===== src/rtl/cpu_port_bank.sv =====
// cpu_port_bank: bank of CHANNELS bidirectional port channels, each with a
// direction (DDR) register and an output-value register on a simple CPU bus.
// Reads return the DDR register or a per-bit mix of the value register
// (output bits) and synchronized pin levels (input bits).
// Optional feature: define CPUPORT_FADE_EN to let a bit that is switched from
// output to input keep reading back its last driven level for FADE_CYCLES
// cycles before it follows the pin.
module cpu_port_bank #(
    parameter int               CHANNELS    = 2,
    parameter int               WIDTH       = 8,
    parameter logic [WIDTH-1:0] DDR_RESET   = '1,
    parameter logic [WIDTH-1:0] VALUE_RESET = WIDTH'('h3F),
    parameter int               FADE_CYCLES = 16,
    // Two registers per channel; CHANNELS >= 1 keeps this at least 1 bit.
    localparam int              AW          = $clog2(2 * CHANNELS)
) (
    input  logic                      clk,
    input  logic                      reset_n,
    input  logic                      ready,
    input  logic                      cs,
    input  logic [AW-1:0]             addr,
    input  logic                      bus_write,
    input  logic [WIDTH-1:0]          data_i,
    output logic [WIDTH-1:0]          data_o,
    output logic                      cpuport_ready,
    input  logic [CHANNELS*WIDTH-1:0] pins_i,
    output logic [CHANNELS*WIDTH-1:0] cpuport_ddr,
    output logic [CHANNELS*WIDTH-1:0] cpuport_value
);

    if (CHANNELS < 1 || CHANNELS > 8) begin : g_bad_channels
        $error("cpu_port_bank: CHANNELS must be 1..8");
    end
    if (WIDTH < 1 || WIDTH > 16) begin : g_bad_width
        $error("cpu_port_bank: WIDTH must be 1..16");
    end
    if (FADE_CYCLES < 1) begin : g_bad_fade
        $error("cpu_port_bank: FADE_CYCLES must be >= 1");
    end

    logic                      wr_en;
    logic [CHANNELS*WIDTH-1:0] rd_val_bus;
    logic [WIDTH-1:0]          rd_next;

    assign wr_en = cs & ready & bus_write;

    for (genvar ch = 0; ch < CHANNELS; ch++) begin : g_ch
        localparam logic [AW-1:0] DDR_ADDR = AW'(2 * ch);
        localparam logic [AW-1:0] VAL_ADDR = AW'(2 * ch + 1);

        logic             ddr_we;
        logic             val_we;
        logic [WIDTH-1:0] ddr_q;
        logic [WIDTH-1:0] val_q;
        logic [WIDTH-1:0] sync_p1;
        logic [WIDTH-1:0] sync_p2;
        logic [WIDTH-1:0] in_bits;

        // Exact address match also rejects out-of-range addresses.
        assign ddr_we = wr_en && (addr == DDR_ADDR);
        assign val_we = wr_en && (addr == VAL_ADDR);

        // Channel registers: reset wins over a same-cycle write
        always_ff @(posedge clk) begin
            if (!reset_n) begin
                ddr_q <= DDR_RESET;
                val_q <= VALUE_RESET;
            end else begin
                if (ddr_we) ddr_q <= data_i;
                if (val_we) val_q <= data_i;
            end
        end

        // Two-flop synchronizer for the asynchronous pin levels
        always_ff @(posedge clk) begin
            if (!reset_n) begin
                sync_p1 <= '0;
                sync_p2 <= '0;
            end else begin
                sync_p1 <= pins_i[ch*WIDTH +: WIDTH];
                sync_p2 <= sync_p1;
            end
        end

`ifdef CPUPORT_FADE_EN
        localparam int CW = $clog2(FADE_CYCLES + 1);

        logic [CW-1:0]    fade_cnt [WIDTH];
        logic [WIDTH-1:0] fade_bit;

        // Fade counters: load on a 1->0 DDR change, cancel on 0->1, otherwise count down
        always_ff @(posedge clk) begin
            if (!reset_n) begin
                for (int b = 0; b < WIDTH; b++) fade_cnt[b] <= '0;
            end else begin
                for (int b = 0; b < WIDTH; b++) begin
                    if (ddr_we && ddr_q[b] && !data_i[b])
                        fade_cnt[b] <= CW'(FADE_CYCLES);
                    else if (ddr_we && data_i[b])
                        fade_cnt[b] <= '0;
                    else if (fade_cnt[b] != '0)
                        fade_cnt[b] <= fade_cnt[b] - CW'(1);
                end
            end
        end

        // Capture the driven level at the moment a bit turns into an input
        always_ff @(posedge clk) begin
            for (int b = 0; b < WIDTH; b++) begin
                if (ddr_we && ddr_q[b] && !data_i[b]) fade_bit[b] <= val_q[b];
            end
        end

        // Input bits show the captured level while their fade is running
        always_comb begin
            in_bits = sync_p2;
            for (int b = 0; b < WIDTH; b++) begin
                if (fade_cnt[b] != '0) in_bits[b] = fade_bit[b];
            end
        end
`else
        assign in_bits = sync_p2;
`endif

        assign rd_val_bus[ch*WIDTH +: WIDTH]    = (ddr_q & val_q) | (~ddr_q & in_bits);
        assign cpuport_ddr[ch*WIDTH +: WIDTH]   = ddr_q;
        assign cpuport_value[ch*WIDTH +: WIDTH] = val_q;
    end

    // Read mux over the pre-write register state; unmapped addresses read 0
    always_comb begin
        rd_next = '0;
        for (int ch = 0; ch < CHANNELS; ch++) begin
            if (addr == AW'(2 * ch))     rd_next = cpuport_ddr[ch*WIDTH +: WIDTH];
            if (addr == AW'(2 * ch + 1)) rd_next = rd_val_bus[ch*WIDTH +: WIDTH];
        end
    end

    // Registered read data and access acknowledge
    always_ff @(posedge clk) begin
        if (!reset_n) begin
            data_o        <= '0;
            cpuport_ready <= 1'b0;
        end else begin
            data_o        <= rd_next;
            cpuport_ready <= cs;
        end
    end

endmodule


===== config.mk =====
export PLATFORM = sky130hd
export DESIGN_NAME = cpu_port_bank
export DESIGN_NICKNAME = d
export VERILOG_FILES = /design/src/rtl/cpu_port_bank.sv
export SDC_FILE = /design/constraint.sdc
export NUM_CORES = 1
export LEC_CHECK = 0
export BUFFER_PORTS_ARGS = -buffer_cell sky130_fd_sc_hd__buf_2
export CAP_MARGIN = 20
export CORE_UTILIZATION = 46
export DETAILED_ROUTE_END_ITERATION = 8
export HOLD_SLACK_MARGIN = 0.1
export PLACE_DENSITY = 0.78
export SYNTH_ARGS = -nofsm -noshare
export SYNTH_HDL_FRONTEND = slang
export SYNTH_SLANG_ARGS = --single-unit

===== constraint.sdc =====
create_clock -name clk -period 1.1 [get_ports clk]
set_input_delay 0.22 -clock clk [delete_from_list [all_inputs] [get_ports clk]]
set_output_delay 0.22 -clock clk [all_outputs]
set_load 0.005 [all_outputs]

==> results.yml, run 1 <==
routing:
  drc_errors: 0
  antenna_left: 0
  vias: 2044
  drtIter0Drc: 106
  vias_per_cell: 4.68
  drt-total-wl_mm: 5.85
  dr.pass1.iters: 4
  wl_per_cell_um: 13.4
sta:
  fin_ws_ps: 21.4
  rsz0062_at_grt: "false"
  skew_ps: 6.26
  tightest_slew_ps: 711
  hold_violations: 0
  fin_crit_ps: 1080
  post-route-period-util: 0.981
  setup_viol: 0
  max_clock_freq_mhz: 927
  maxSlewViolCount: 0
  max-slew-margin-rel: 0.525
grt:
  track_usage: 0.197
  grt_antenna_before_repair: 0
  grt_pass1_wl_mm: 9.15
  grt_pass1_vias: 1917
  grt_max_degree: 36
  grt-ovfl-total: 0
placed_design:
  place_inst: 404
  dpl_cell_area_um2: 3230
  gp_congestion: 0.847
  port_buffers: 71
  place_ws_ps: -204
  dpl.hpwl_mm: 3.98
logic_synthesis:
  seq_area_frac_synth: 0.539
  syn-mean-instance-area_um2: 10.4
  synth_cells: 260
  synth_area_leaders: "dfxtp_1 54%, mux2i_1 12%, and2_1 7.6%"
  synth_top_area_share: 0.539
  yosysTopAreaCell: "dfxtp_1"
  synth-warning-count: 0
  yosysUniqueCellTypes: 20
  syn_nets: 291
  yosys_register_bits: 73
  syn_area_um2: 2710
outcome:
  outcome: "completed"
worst_setup_path:
  critPathSlowestCell: "dfxtp_1"
  required_ps: 880
  r2r_cells: 3
  cp_max_fo: 4
  crit_path_end_kind: "primary output"
  critPathKind: "flip-flop to primary output"
  crit_buf_inv: 1
  max_stage_delay_ps: 380
  path_delay_family: "flip-flops"
  cp-start-kind: "flip-flop"
  path_cells: "buf_2"
  cp.depth: 1
  arrival_ps: 860
floorplanning:
  die_area_um2: 6210
  rows: 27
  start_util: 0.484
  die_h_um: 78.8
  ios: 72
  die_w_um: 78.8
  coreArea_um2: 5610
power:
  netSwitchingFraction: 0.210
  p_per_area_nw_per_um2: 1470
  power_switching_mw: 1.12
  p_int_mw: 4.21
  seqPwrFrac: 0.521
  leakagePower_nw: 1.79
  combPwrFrac: 0.078
  finalPower_mw: 5.33
  ir_drop_v: 0.000690
  pwr-share-clk: 0.402
clock_tree:
  root_buffer: "clkbuf_8"
  clkTransAtPathRegs_ps: 70
  clk_path_buf_depth: 2
  clock_latency_ps: 340
  cts_buffers: 9
  post_cts_buffers: 0
  cts_tree: "yes"
  clock_sinks: 73
  cts_htree_levels: 3
final_layout:
  instances_no_fill: 437
  syn_to_final_growth_pct: 33.5
  n_antenna_cell: 0
  fin_area_um2: 3620
  nets: 391
  layout-drive-gt1-share: 0.332
worst_hold_path:
  whs_path_depth: 3
  hold_path.class: "input pin to flip-flop"
flow_run:
  drv_cap: 0
-- flip-flops by register name, indices dropped and copies added, names as in the netlist --
register       count
g_ch.sync_p1      16
data_o             8
cpuport_ready      1
g_ch.ddr_q        16
g_ch.val_q        16
g_ch.in_bits      16
-- cells in the mapped netlist (all sizes together) --
cell type,count
dfxtp,73
and2,34
mux2i,32
nor2b,26
a21oi,16
a31oi,16
inv,16
and2b,11
clkbuf,9
a22o,8
buf,8
nand2,6
and3,1
and3b,1
nand3,1
nand3b,1
or3b,1
-- final timing paths --
check | start | endpoint | slack [ps]
setup reg to reg | g_ch[1].ddr_q[0]$_SDFFE_PN1P_ | data_o[0]$_SDFF_PN0_ | 210
hold reg to reg | g_ch[0].sync_p1[5]$_SDFF_PN0_ | g_ch[0].in_bits[5]$_SDFF_PN0_ | 430
hold / removal | data_i[6] | g_ch[1].val_q[6]$_SDFFE_PN0P_ | 160
setup / recovery | g_ch[0].ddr_q[5]$_SDFFE_PN1P_ | cpuport_ddr[5] | 20
-- worst reg2reg max path, stage by stage (launching register included) --
cell and delay (ps):
dfxtp_2 340, a21oi_1 150, a31oi_1 70, a22o_1 230
-- cell usage in the layout, fill, tap and decap left out, types with 2 or more instances in the layout --
master / netlist / layout
nand2_1: 6 / 6
dlygate4sd3_1: 0 / 17
inv_1: 16 / 16
buf_12: 0 / 2
buf_4: 0 / 16
a21oi_1: 16 / 16
and2_1: 33 / 33
buf_2: 4 / 71
a22o_1: 8 / 8
clkbuf_8: 0 / 12
a31oi_1: 16 / 16
nor2b_1: 26 / 26
clkbuf_1: 9 / 2
dfxtp_1: 73 / 59
dfxtp_2: 0 / 14
and2b_1: 11 / 11
mux2i_1: 32 / 32
-- stage by stage --
stage / hold WS (ps) / TNS, ps / utilization
after floorplan: 347 / -264 / -
after global placement: 410 / -1790 / 0.575
after detailed placement: 418 / -2810 / 0.575
after CTS: 154 / 0 / 0.644
after global routing: 173 / 0 / 0.646
final: 164 / 0 / 0.646
-- power groups by stage --
stage          logic, mW  clock network [mW]  registers [mW]
5_1_grt            0.451                2.29            2.78
4_1_cts            0.415                2.20            2.78
2_1_floorplan      0.194                   0            2.83
6_report           0.413                2.14            2.78
3_3_place_gp       0.359                   0            2.83
3_5_place_dp       0.367                   0            2.84
-- logic make-up after synthesis --
| logic type | count (synthesis) | share of synthesized area |
|---|---|---|
| multiplexers | 32 | 0.118 |
| AO/OA/AOI/OAI | 40 | 0.0923 |
| flip-flops | 73 | 0.539 |
| AND/OR/NAND/NOR | 82 | 0.195 |
| buffers and inverters | 33 | 0.0558 |
-- timing repair --
item / CTS / global route
hold endpoints to repair: 17 / 0
resized for setup: 4 / 10
setup endpoints to repair: 4 / 10
hold buffers: 17 / 0
-- cell type report --
cell class                      count  area [um^2]
Clock buffer                       14          173
Multi-Input combinational cell    154         1100
Tap cell                           72         90.1
Clock inverter                      2         35.0
Sequential cell                    73         1480
Fill cell                         469         1990
Inverter                           16         60.1
Timing Repair Buffer              106          686
-- routing by layer --
layer / GRT usage / up-vias / share of wire
met2: 0.318 / 60 / 0.46
li1: - / 1055 / -
met3: 0.0391 / 12 / 0.040
met5: 0 / - / 0
met4: 0.117 / 0 / 0.022
met1: 0.244 / 917 / 0.48
(Power assumes the default switching activity.)
==> run 2: changes to the inputs <==
- RECOVER_POWER: default -> 100
- SKIP_LAST_GASP: default -> 1
==> run 2 against run 1 <==
  * Clock-buffer cell count is the same
  * Register-to-register slack about the same
  * Combinational power down 5%
  * Highest routed layer unchanged
  * Power down 0.54%
  * Hold slack improved by 2.7 ps
  * Die area did not move
  * Clock power about the same
==> results.yml, run 2 (synthesized netlist as in run 1, its figures left out) <==
outcome:
  outcome: "completed"
final_layout:
  n_antenna_cell: 0
  fill_cells: 484
  layout-drive-gt1-share: 0.304
  nets: 391
  fin_util: 0.636
  layout_commonest_cell: "buf_2"
  final_cell_mix: "66 x buf_2, 59 x dfxtp_1, 32 x mux2i_1, 26 x nor2b_1, 21 x and2_1"
  syn_to_final_growth_pct: 31.4
  instances_no_fill: 437
  fin_area_um2: 3560
worst_setup_path:
  r2r-end: "data_o[0]$_SDFF_PN0_"
  critPathSlowestCell: "dfxtp_1"
  crit_end: "cpuport_ddr[6]"
  r2r_cells: 3
  cp.depth: 1
  crit_path_end_kind: "primary output"
  rrSetupSlack_ps: 210
  cp-start-kind: "flip-flop"
  path_cells: "buf_2"
  max_stage_delay_ps: 380
  r2r-start: "g_ch[1].ddr_q[0]$_SDFFE_PN1P_"
  arrival_ps: 850
  critPathKind: "flip-flop to primary output"
  crit_buf_inv: 1
  cp_max_fo: 4
  required_ps: 880
  path_delay_family: "flip-flops"
  cp-startpoint: "g_ch[0].ddr_q[6]$_SDFFE_PN1P_"
clock_tree:
  clk_path_buf_depth: 2
  post_cts_buffers: 0
  cts_buffers: 9
  root_buffer: "clkbuf_8"
  cts_tree: "yes"
  clkTransAtPathRegs_ps: 70
  cts_htree_levels: 3
  clock_latency_ps: 340
  clock_sinks: 73
power:
  ir_drop_v: 0.000680
  p_per_area_nw_per_um2: 1490
  leakagePower_nw: 1.74
flow_run:
  drv_cap: 0
grt:
  met3_usage: 0.0391
  met2_usage: 0.318
  grt_busiest_layer: "met2"
  grt_pass1_wl_mm: 9.15
  grt_max_degree: 36
  track_usage: 0.197
  grt_pass1_vias: 1917
  grt-ovfl-total: 0
  grt_antenna_before_repair: 0
  use_met1: 0.244
floorplanning:
  die_w_um: 78.8
  die_area_um2: 6210
  start_util: 0.484
  coreArea_um2: 5610
  rows: 27
  die_h_um: 78.8
  ios: 72
routing:
  dr.pass1.iters: 4
  antenna_left: 0
  drc_errors: 0
  vias_per_cell: 4.72
  vias: 2064
  drt-total-wl_mm: 5.79
  wl_per_cell_um: 13.2
  drtIter0Drc: 80
placed_design:
  dpl.hpwl_mm: 3.98
  gp_congestion: 0.847
  place_ws_ps: -204
  dpl_cell_area_um2: 3230
  port_buffers: 71
  place_inst: 404
sta:
  setup_viol: 0
  maxSlewViolCount: 0
  fin_crit_ps: 1070
  holdWs_ps: 167
  tightest_slew_ps: 700
  hold_violations: 0
  fin_ws_ps: 27.5
  rsz0062_at_grt: "false"
  post-route-period-util: 0.975
  max_clock_freq_mhz: 932
  max-slew-margin-rel: 0.532
  skew_ps: 6.03
worst_hold_path:
  hold_path.class: "input pin to flip-flop"
[run 2: cell count changes in the layout (fill, tap and decap cells not counted), sizes merged]
| cell | delta |
|---|---|
| buf | -15 |
| clkbuf | +15 |
[run 2: repair_timing]
item                                    4_1_cts  5_1_grt
hold endpoints to repair                     17        0
hold buffers                                 17        0
resized for setup                             4       10
endpoints found under the setup margin        4       10
[run 2: worst min path at each step]
stage                                        startpoint                       endpoint  slack [ps]  cells past startpoint
after global routing                          data_i[7]  g_ch[1].val_q[7]$_SDFFE_PN0P_         170                      3
final                                         data_i[6]  g_ch[1].val_q[6]$_SDFFE_PN0P_         170                      3
after CTS                                     data_i[6]  g_ch[1].val_q[6]$_SDFFE_PN0P_         150                      3
after detailed placement  g_ch[0].sync_p1[5]$_SDFF_PN0_  g_ch[0].in_bits[5]$_SDFF_PN0_         420                      1
after global placement    g_ch[0].sync_p1[5]$_SDFF_PN0_  g_ch[0].in_bits[5]$_SDFF_PN0_         410                      1
after floorplan                               pins_i[0]  g_ch[0].sync_p1[0]$_SDFF_PN0_         350                      1
[run 2: layer usage]
metal	wire length, um	vias to the layer above	share of wire
met3	226	14	0.039
met5	0	-	0
met4	134	0	0.023
met1	2720	925	0.47
met2	2710	63	0.47
li1	-	1062	-
[run 2: metrics by stage]
stage          total power [mW]  setup TNS [ps]
2_1_floorplan              3.03            -264
3_3_place_gp               3.19           -1790
3_5_place_dp               3.20           -2810
4_1_cts                    5.39               0
5_1_grt                    5.51               0
6_report                   5.30               0
[run 2: cell type report]
cell class | count | area [um^2] | share of cell area
tap | 72 | 90.1 | 0.0253
clock buffer | 14 | 173 | 0.0484
multi-input combinational | 154 | 1100 | 0.308
inverter | 16 | 60.1 | 0.0168
timing repair buffer | 106 | 629 | 0.177
clock inverter | 2 | 35.0 | 0.00983
sequential | 73 | 1480 | 0.415
[run 2: where the power goes]
group	total (mW)	switching, mW	leakage, nW	internal [mW]
clock network	2.13	0.901	0.107	1.23
registers	2.78	0.0361	0.594	2.74
logic	0.394	0.173	1.04	0.221
